<file path="src/rtl/segment_encap.sv">
// segment_encap: splits one DFX word into NUM_SEG Aurora segments, each {payload, seq, ttl, router_id}.
// Define SEGMENT_ENCAP_PREFETCH_EN to add a pending buffer for zero-bubble back-to-back packets.
module segment_encap #(
    parameter int DATA_WIDTH             = 1024,
    parameter int ADDR_WIDTH             = 10,
    parameter int DATA_DFX_WIDTH         = DATA_WIDTH + ADDR_WIDTH,
    parameter int RECOGNIZE_ROUTER_WIDTH = 2,
    parameter int TTL_WIDTH              = 2,
    parameter int AURORA_DATA_WIDTH      = 64,
    parameter int SEQ_WIDTH              = 5,
    parameter int HEADER_WIDTH           = RECOGNIZE_ROUTER_WIDTH + SEQ_WIDTH + TTL_WIDTH,
    parameter int PAYLOAD_WIDTH          = AURORA_DATA_WIDTH - HEADER_WIDTH,
    parameter int NUM_SEG                = (DATA_DFX_WIDTH + PAYLOAD_WIDTH - 1) / PAYLOAD_WIDTH
) (
    input  logic                              clk,
    input  logic                              rst,
    input  logic [DATA_DFX_WIDTH-1:0]         in_data,
    input  logic [RECOGNIZE_ROUTER_WIDTH-1:0] in_router_id,
    input  logic [TTL_WIDTH-1:0]              in_ttl,
    input  logic                              in_valid,
    output logic                              in_ready,
    output logic [AURORA_DATA_WIDTH-1:0]      m_data,
    output logic                              m_valid,
    output logic                              m_last,
    input  logic                              m_ready,
    output logic [15:0]                       pkt_cnt
);

    localparam int PADDED_WIDTH = NUM_SEG * PAYLOAD_WIDTH;
    localparam logic [SEQ_WIDTH-1:0] LAST_SEG = SEQ_WIDTH'(NUM_SEG - 1);

    generate
        if (PAYLOAD_WIDTH <= 0 || NUM_SEG > (1 << SEQ_WIDTH)) begin : g_param_check
            $fatal(1, "segment_encap: header leaves no payload or NUM_SEG exceeds sequence range");
        end
    endgenerate

    typedef enum logic {IDLE, SEND} state_t;

    state_t                              state_q, state_d;
    logic [SEQ_WIDTH-1:0]                seg_q, seg_d;
    logic [DATA_DFX_WIDTH-1:0]           buf_q, buf_d;
    logic [RECOGNIZE_ROUTER_WIDTH-1:0]   rid_q, rid_d;
    logic [TTL_WIDTH-1:0]                ttl_q, ttl_d;
    logic [15:0]                         pkt_cnt_q, pkt_cnt_d;
    logic [AURORA_DATA_WIDTH-1:0]        m_data_q, m_data_d;
    logic                                m_last_q, m_last_d;
    logic                                accept, seg_hs, last_hs;

`ifdef SEGMENT_ENCAP_PREFETCH_EN
    logic [DATA_DFX_WIDTH-1:0]           pend_buf_q, pend_buf_d;
    logic [RECOGNIZE_ROUTER_WIDTH-1:0]   pend_rid_q, pend_rid_d;
    logic [TTL_WIDTH-1:0]                pend_ttl_q, pend_ttl_d;
    logic                                pend_valid_q, pend_valid_d;

    assign in_ready = !rst && !pend_valid_q;
`else
    assign in_ready = !rst && (state_q == IDLE);
`endif

    // Zero-extend the word to a whole number of segments so the last one carries pad bits.
    function automatic logic [AURORA_DATA_WIDTH-1:0] pack_seg(
        input logic [DATA_DFX_WIDTH-1:0]         word,
        input logic [SEQ_WIDTH-1:0]              seg,
        input logic [TTL_WIDTH-1:0]              ttl,
        input logic [RECOGNIZE_ROUTER_WIDTH-1:0] rid
    );
        logic [PADDED_WIDTH-1:0] padded;
        padded = '0;
        padded[DATA_DFX_WIDTH-1:0] = word;
        return {padded[int'(seg)*PAYLOAD_WIDTH +: PAYLOAD_WIDTH], seg, ttl, rid};
    endfunction

    assign accept  = in_valid && in_ready;
    assign seg_hs  = (state_q == SEND) && m_ready;
    assign last_hs = seg_hs && (seg_q == LAST_SEG);

    always_comb begin
        state_d   = state_q;
        seg_d     = seg_q;
        buf_d     = buf_q;
        rid_d     = rid_q;
        ttl_d     = ttl_q;
        pkt_cnt_d = pkt_cnt_q;
`ifdef SEGMENT_ENCAP_PREFETCH_EN
        pend_buf_d   = pend_buf_q;
        pend_rid_d   = pend_rid_q;
        pend_ttl_d   = pend_ttl_q;
        pend_valid_d = pend_valid_q;
`endif
        if (seg_hs) begin
            if (last_hs) begin
                state_d   = IDLE;
                seg_d     = '0;
                pkt_cnt_d = pkt_cnt_q + 16'd1;
            end else begin
                seg_d = seg_q + 1'b1;
            end
        end
`ifdef SEGMENT_ENCAP_PREFETCH_EN
        // The active buffer is free in IDLE or on the edge its last segment leaves.
        if (state_q == IDLE || last_hs) begin
            if (pend_valid_q) begin
                buf_d        = pend_buf_q;
                rid_d        = pend_rid_q;
                ttl_d        = pend_ttl_q;
                pend_valid_d = 1'b0;
                state_d      = SEND;
                seg_d        = '0;
            end else if (accept) begin
                buf_d   = in_data;
                rid_d   = in_router_id;
                ttl_d   = in_ttl;
                state_d = SEND;
                seg_d   = '0;
            end
        end else if (accept) begin
            pend_buf_d   = in_data;
            pend_rid_d   = in_router_id;
            pend_ttl_d   = in_ttl;
            pend_valid_d = 1'b1;
        end
`else
        if (accept) begin
            buf_d   = in_data;
            rid_d   = in_router_id;
            ttl_d   = in_ttl;
            state_d = SEND;
            seg_d   = '0;
        end
`endif
        m_data_d = (state_d == SEND) ? pack_seg(buf_d, seg_d, ttl_d, rid_d) : '0;
        m_last_d = (state_d == SEND) && (seg_d == LAST_SEG);
    end

    always_ff @(posedge clk) begin
        if (rst) begin
            state_q   <= IDLE;
            seg_q     <= '0;
            buf_q     <= '0;
            rid_q     <= '0;
            ttl_q     <= '0;
            pkt_cnt_q <= '0;
            m_data_q  <= '0;
            m_last_q  <= 1'b0;
`ifdef SEGMENT_ENCAP_PREFETCH_EN
            pend_buf_q   <= '0;
            pend_rid_q   <= '0;
            pend_ttl_q   <= '0;
            pend_valid_q <= 1'b0;
`endif
        end else begin
            state_q   <= state_d;
            seg_q     <= seg_d;
            buf_q     <= buf_d;
            rid_q     <= rid_d;
            ttl_q     <= ttl_d;
            pkt_cnt_q <= pkt_cnt_d;
            m_data_q  <= m_data_d;
            m_last_q  <= m_last_d;
`ifdef SEGMENT_ENCAP_PREFETCH_EN
            pend_buf_q   <= pend_buf_d;
            pend_rid_q   <= pend_rid_d;
            pend_ttl_q   <= pend_ttl_d;
            pend_valid_q <= pend_valid_d;
`endif
        end
    end

    assign m_valid = (state_q == SEND);
    assign m_data  = m_data_q;
    assign m_last  = m_last_q;
    assign pkt_cnt = pkt_cnt_q;

endmodule

</file>
<file path="config.mk">
export PLATFORM = sky130hd
export DESIGN_NAME = segment_encap
export DESIGN_NICKNAME = d
export VERILOG_FILES = /design/src/rtl/segment_encap.sv
export SDC_FILE = /design/constraint.sdc
export NUM_CORES = 2
export LEC_CHECK = 0
export CORE_MARGIN = 3
export CORE_UTILIZATION = 25
export DETAILED_ROUTE_END_ITERATION = 10
export GPL_TIMING_DRIVEN = 0
export HOLD_SLACK_MARGIN = 0.1
export PLACE_DENSITY_LB_ADDON = 0.08
export SLEW_MARGIN = 15
export SYNTH_ARGS = -nofsm -noshare
export SYNTH_HDL_FRONTEND = slang
export SYNTH_SLANG_ARGS = --single-unit
</file>
<file path="constraint.sdc">
create_clock -name clk -period 2.36 [get_ports clk]
set_input_delay 0.472 -clock clk [delete_from_list [all_inputs] [get_ports clk]]
set_output_delay 0.472 -clock clk [all_outputs]
set_load 0.02 [all_outputs]
</file>
-- Word-level counts from Yosys, hierarchy flattened
Index checks and enable logic that the tools add are counted.
- add/sub/neg operators: 2
- $mul: 1
- eq/ne operators: 2
- shift-type cells: 1
- muxes and demuxes: 9
- bitwise gates (word level): 2
- reduce and logical (&&, ||, !) cells: 8
- operators with widths (operator ; count):
    $shiftx A1045 B12 Y55 ; 1
    $mux W1034 ; 1
    $add A16 B1 Y16 const B ; 1
    $mux W5 ; 3
    $mul A5 B6 Y11 const B ; 1
    $eq A5 B5 Y1 const B ; 2
    $add A5 B1 Y5 const B ; 1
    $logic_and A1 B1 Y1 ; 5
    $mux W2 ; 2
    $mux W1 ; 3
    $not A1 Y1 ; 2
    $reduce_and A2 Y1 ; 1
    $reduce_or A2 Y1 ; 1
    $logic_not A1 Y1 ; 1
- bits in registers: 1125
- input port bits: 1042
- output and inout port bits: 83
- logic and storage cells: 33

-- Logic depth before layout (Yosys ltp)
- word-level depth: 7
- depth in mapped cells: 12
- depth with buffers taken out: 8

-- Worst setup path before layout
OpenSTA, ideal clock, no wires.
- kind: register to register
- start point: register seg_q[0]
- end point: register m_data_q[45], in the netlist m_data[45]
- library setup time: 0.124 ns
- arrival time: 2.414 ns
- data required time: 2.236 ns
- path slack: -0.178 ns
- stages on the path, launching flop included: 13
- buffers on the path: 4
- clock period less this slack: 2.538 ns
- path through: dfxtp_1 -> buf_2 -> inv_1 -> ha_1 -> nand4_1 -> o31a_1 -> buf_4 -> clkbuf_1 -> clkbuf_1 -> a21boi_0 -> o21ai_0 -> a31oi_1 -> a2111o_1
- word-level cells in the longest chain between the ends: 7
- elaborated cells on any way between the ends: 13
- those cells by class: add/sub: 1; mul: 1; eq/ne: 1; shift: 1; mux: 6; bitwise: 1; reduce/logical: 2
- ends and longest elaborated chain (what ; RTL line ; source):
    start: declaration ; 41 ; logic [SEQ_WIDTH-1:0] seg_q, seg_d;
    start signal: assignment ; 154 ; seg_q <= seg_d;
    branches (longest 7 deep; another with $mul A5 B6 Y11) ; -- ;
    end signal: assignment ; 159 ; m_data_q <= m_data_d;
    end: declaration ; 46 ; logic [AURORA_DATA_WIDTH-1:0] m_data_q, m_data_d;
Several ways; the timed one is not identified.
A chain may end at the register's enable or synchronous reset.

-- Final worst setup path
- start point: register seg_q[0]
- end point: register m_data_q[19], in the netlist m_data[19]
The elaborated chain is that of the path after synthesis.

==> flow_summary.toml <==
[timing]
finalWorstSetupSlack_ps = -567.8
finalClockSkew_ps = 33.60
finalSetupViolCount = 56
fin_crit_ps = 2928
final.period_utilization_pct = 124.1
drv_slew = 0
rsz0062_at_grt = "true"
relSlewSlack_pct = 20.76
tightest_slew_ps = 1189
hold_viol = 0
clock.fmax_mhz = 341.5

[finish]
regArea_um2 = 22530
final_nets = 8953
layout-drive-gt1-share_pct = 16.38
syn2layout_area_growth_pct = 56.51
multiInputGateArea_um2 = 27220
fin_cells = 10550
fill_cells = 19930

[grt]
antenna_found_initial = 46
grt_pass1_wl_mm = 452.0
grtUsageTotal_pct = 33.09
grt_start_max_net_pins = 17
grt_pass1_vias = 54280
grt_overflow_total = 0

[floorplanning]
dieArea_um2 = 198400
die_x_um = 445.5
coreArea_um2 = 191000
io-pin-count = 1125
rows = 160
start_util_pct = 25.28
fp.dieH_um = 445.5

[drt]
drc = 0
viasPerCell = 5.213
ant_nets = 0
drtIter0Drc = 4630
dr_total_vias = 55020
routed_wl_mm = 342.2
wl_per_cell_um = 32.43
first_pass_iters = 5

[synth]
synth.yosys.seq_area_share_pct = 46.64
synth_area_per_cell_um2 = 7.428
async_flop_share_pct = 0
synth_nets = 7545
synthesis.area_um2 = 48280
ys_warn_count = 0
synth.distinct_cells = 64
ys_ff_latch = 1125
synth_enable_flop_cells = 0
syn_inst = 6500
synth_ff_type = "dfxtp_1"

[worst_setup_path]
crit_path_cell_trace = "buf_8, inv_8, ha_4, nand4b_1, o31ai_4, buf_12, buf_12, clkbuf_16, a22o_4, o31ai_4, a31oi_4, a2111o_1"
path_max_fanout = 7
crit_end = "m_data[19]"
crit_family = "compound AO/OA/AOI/OAI gates"
arrival_ps = 3610
regToRegSetupSlack_ps = -570
worst_ep_required_time_ps = 3040
reg2reg_depth = 12
max_stage_delay_ps = 550
critPathLaunch = "seg_q[0]"
worstSetupPathDepth = 12
r2r-end = "m_data[19]"
worstSetupStartpointType = "register"
crit_path_top_delay_cell = "o31ai_4"
critPathKind = "reg -> reg"
r2r_start = "seg_q[0]"
critPathBufInv = 5
end_kind = "register"

[placed_design]
gp_congestion = 0.9387
pre_cts_ws_ps = -3475
port_buffers = 1123
hpwl_mm = 277.4
place_inst = 10140

[worst_hold_path]
hold_path_startpoint = "in_data[939]"
hp-class = "in -> reg"

[clock_tree]
worstSkewPairLatency_ps = 810
htree_levels = 4
numCtsBuffers = 140
ctsHoldBuffers = 0
cts_sinks = 1125
path_clk_slew_ps = 60
cts_tree = "built"
cts_root_buffer = "clkbuf_16"
clockBufferDepth = 3

[power_and_ir_drop]
power_per_cell_area_nw_per_um2 = 700.2
leakage_nw = 26.34
peakVddDrop_v = 0.0006966

[run_status]
status = "finished with violations"
violations = "setup timing"

[job]
cap_violations = 0
-- worst min path at each step --
stage                             to  slack [ps]  cells past startpoint
after floorplan            m_data[0]         420                      2
after global placement     m_data[1]         440                      2
after detailed placement    buf_q[6]         440                      2
after CTS                 buf_q[972]         160                      3
after global routing      buf_q[819]         190                      3
final                     buf_q[939]         210                      3
-- state kept, by name (all words and copies together) (netlist names) --
signal and count:
m_valid 1, buf_q 1034, pkt_cnt 16, seg_q 5, ttl_q 2, m_data 64
rid_q 2, m_last 1
-- cell families (layout without fill, tap and decap cells) --
family,after synthesis,in the layout,share of synthesized area [%]
AO/OA/AOI/OAI,2143,2143,26.11
XOR/XNOR,15,15,0.2721
adder cells (fa/ha/maj),3,3,0.07775
buffers and inverters,600,2109,4.929
flip-flops,1125,1125,46.64
multiplexers,52,52,1.182
other,0,33,0
AND/OR/NAND/NOR,2562,2562,20.79
-- tightest hold or removal path, stage by stage --
cell and delay [ps]:
clkdlybuf4s50_1 400, nand2_1 50, a21oi_1 50
-- layout by cell type, fill, tap and decap left out, types with 28 or more instances in the layout --
cell type and count:
a2111o_1 44, a211oi_1 42, a211oi_2 28, a21boi_0 71, a21o_1 55, a21oi_1 1111, a21oi_2 34, a22o_1 49
a22oi_1 30, a22oi_2 30, a31oi_1 45, a31oi_2 38, a31oi_4 62, buf_12 45, buf_2 58, buf_4 134
buf_6 39, clkbuf_1 167, clkbuf_16 184, clkbuf_2 120, clkbuf_4 78, clkbuf_8 92, clkdlybuf4s50_1 1068, dfxtp_1 1119
diode_2 33, dlygate4sd2_1 52, nand2_1 2265, nand3_1 163, nor2_1 30, o211ai_1 44, o21ai_0 188, o21ai_1 60
o21ai_2 32, o31ai_4 56
-- area by class of cell --
cell class	count	area share (%)
repair buffers	1278	17.35
well taps	2511	4.157
diodes	33	0.1093
clock inverters	32	0.4967
clock buffers	211	5.624
flip-flops and latches	1125	29.81
multi-input cells	4775	36.02
plain buffers	585	6.401
inverters	3	0.02484
-- where the power goes --
part / internal (mW) / total (mW) / switching [mW]
clock: 13.2 / 22.3 / 9.15
combinational: 4.18 / 10.1 / 5.97
sequential: 19.9 / 20.5 / 0.566
-- stage by stage --
stage,hold slack [ps],area (um2),total power [mW],TNS (ps),util [%]
6_report,214.8,75570,52.91,-22760,39.57
5_1_grt,192.6,75550,54.36,-23040,39.56
4_1_cts,159.4,74480,52.85,-21090,39.00
3_5_place_dp,443.2,62990,29.01,-2681960,32.98
3_3_place_gp,437.7,62770,28.92,-2894070,32.87
2_1_floorplan,422.7,48390,23.88,-0.6146,-
-- routing by layer --
layer / global-route usage (%) / wire length [um]
met3: 4.532 / 17860
met2: 55.59 / 161700
met5: 0 / 26
met4: 22.57 / 27800
met1: 39.16 / 134800
-- cells in the mapped netlist (all sizes together) (2+ instances only) --
master,count,share of area (%)
a2111o,44,1.0
a211oi,80,1.2
a21boi,89,1.4
a21o,55,0.86
a21oi,1155,12
a22o,74,1.3
a22oi,60,0.93
a31oi,145,1.9
a32oi,25,0.45
and2,6,0.078
and3,3,0.039
buf,90,0.96
clkbuf,507,3.9
dfxtp,1125,47
ha,3,0.078
inv,3,0.023
mux2,40,0.93
mux2i,12,0.25
nand2,2290,18
nand3,186,1.9
nand4,6,0.078
nor2,35,0.28
nor3,8,0.083
nor4,2,0.026
o211ai,44,0.68
o21a,2,0.031
o21ai,307,3.2
o31ai,56,0.88
or3,3,0.049
or4,11,0.17
xnor2,7,0.13
xor2,8,0.15
-- timing repair --
item	in CTS	in global routing
setup endpoints to repair	1168	562
gates resized for setup	1504	376
cloned	17	5
hold endpoints to repair	0	0
pin swaps	227	121
buffers inserted	98	32
Note: power is estimated with default switching activity, not from simulation.
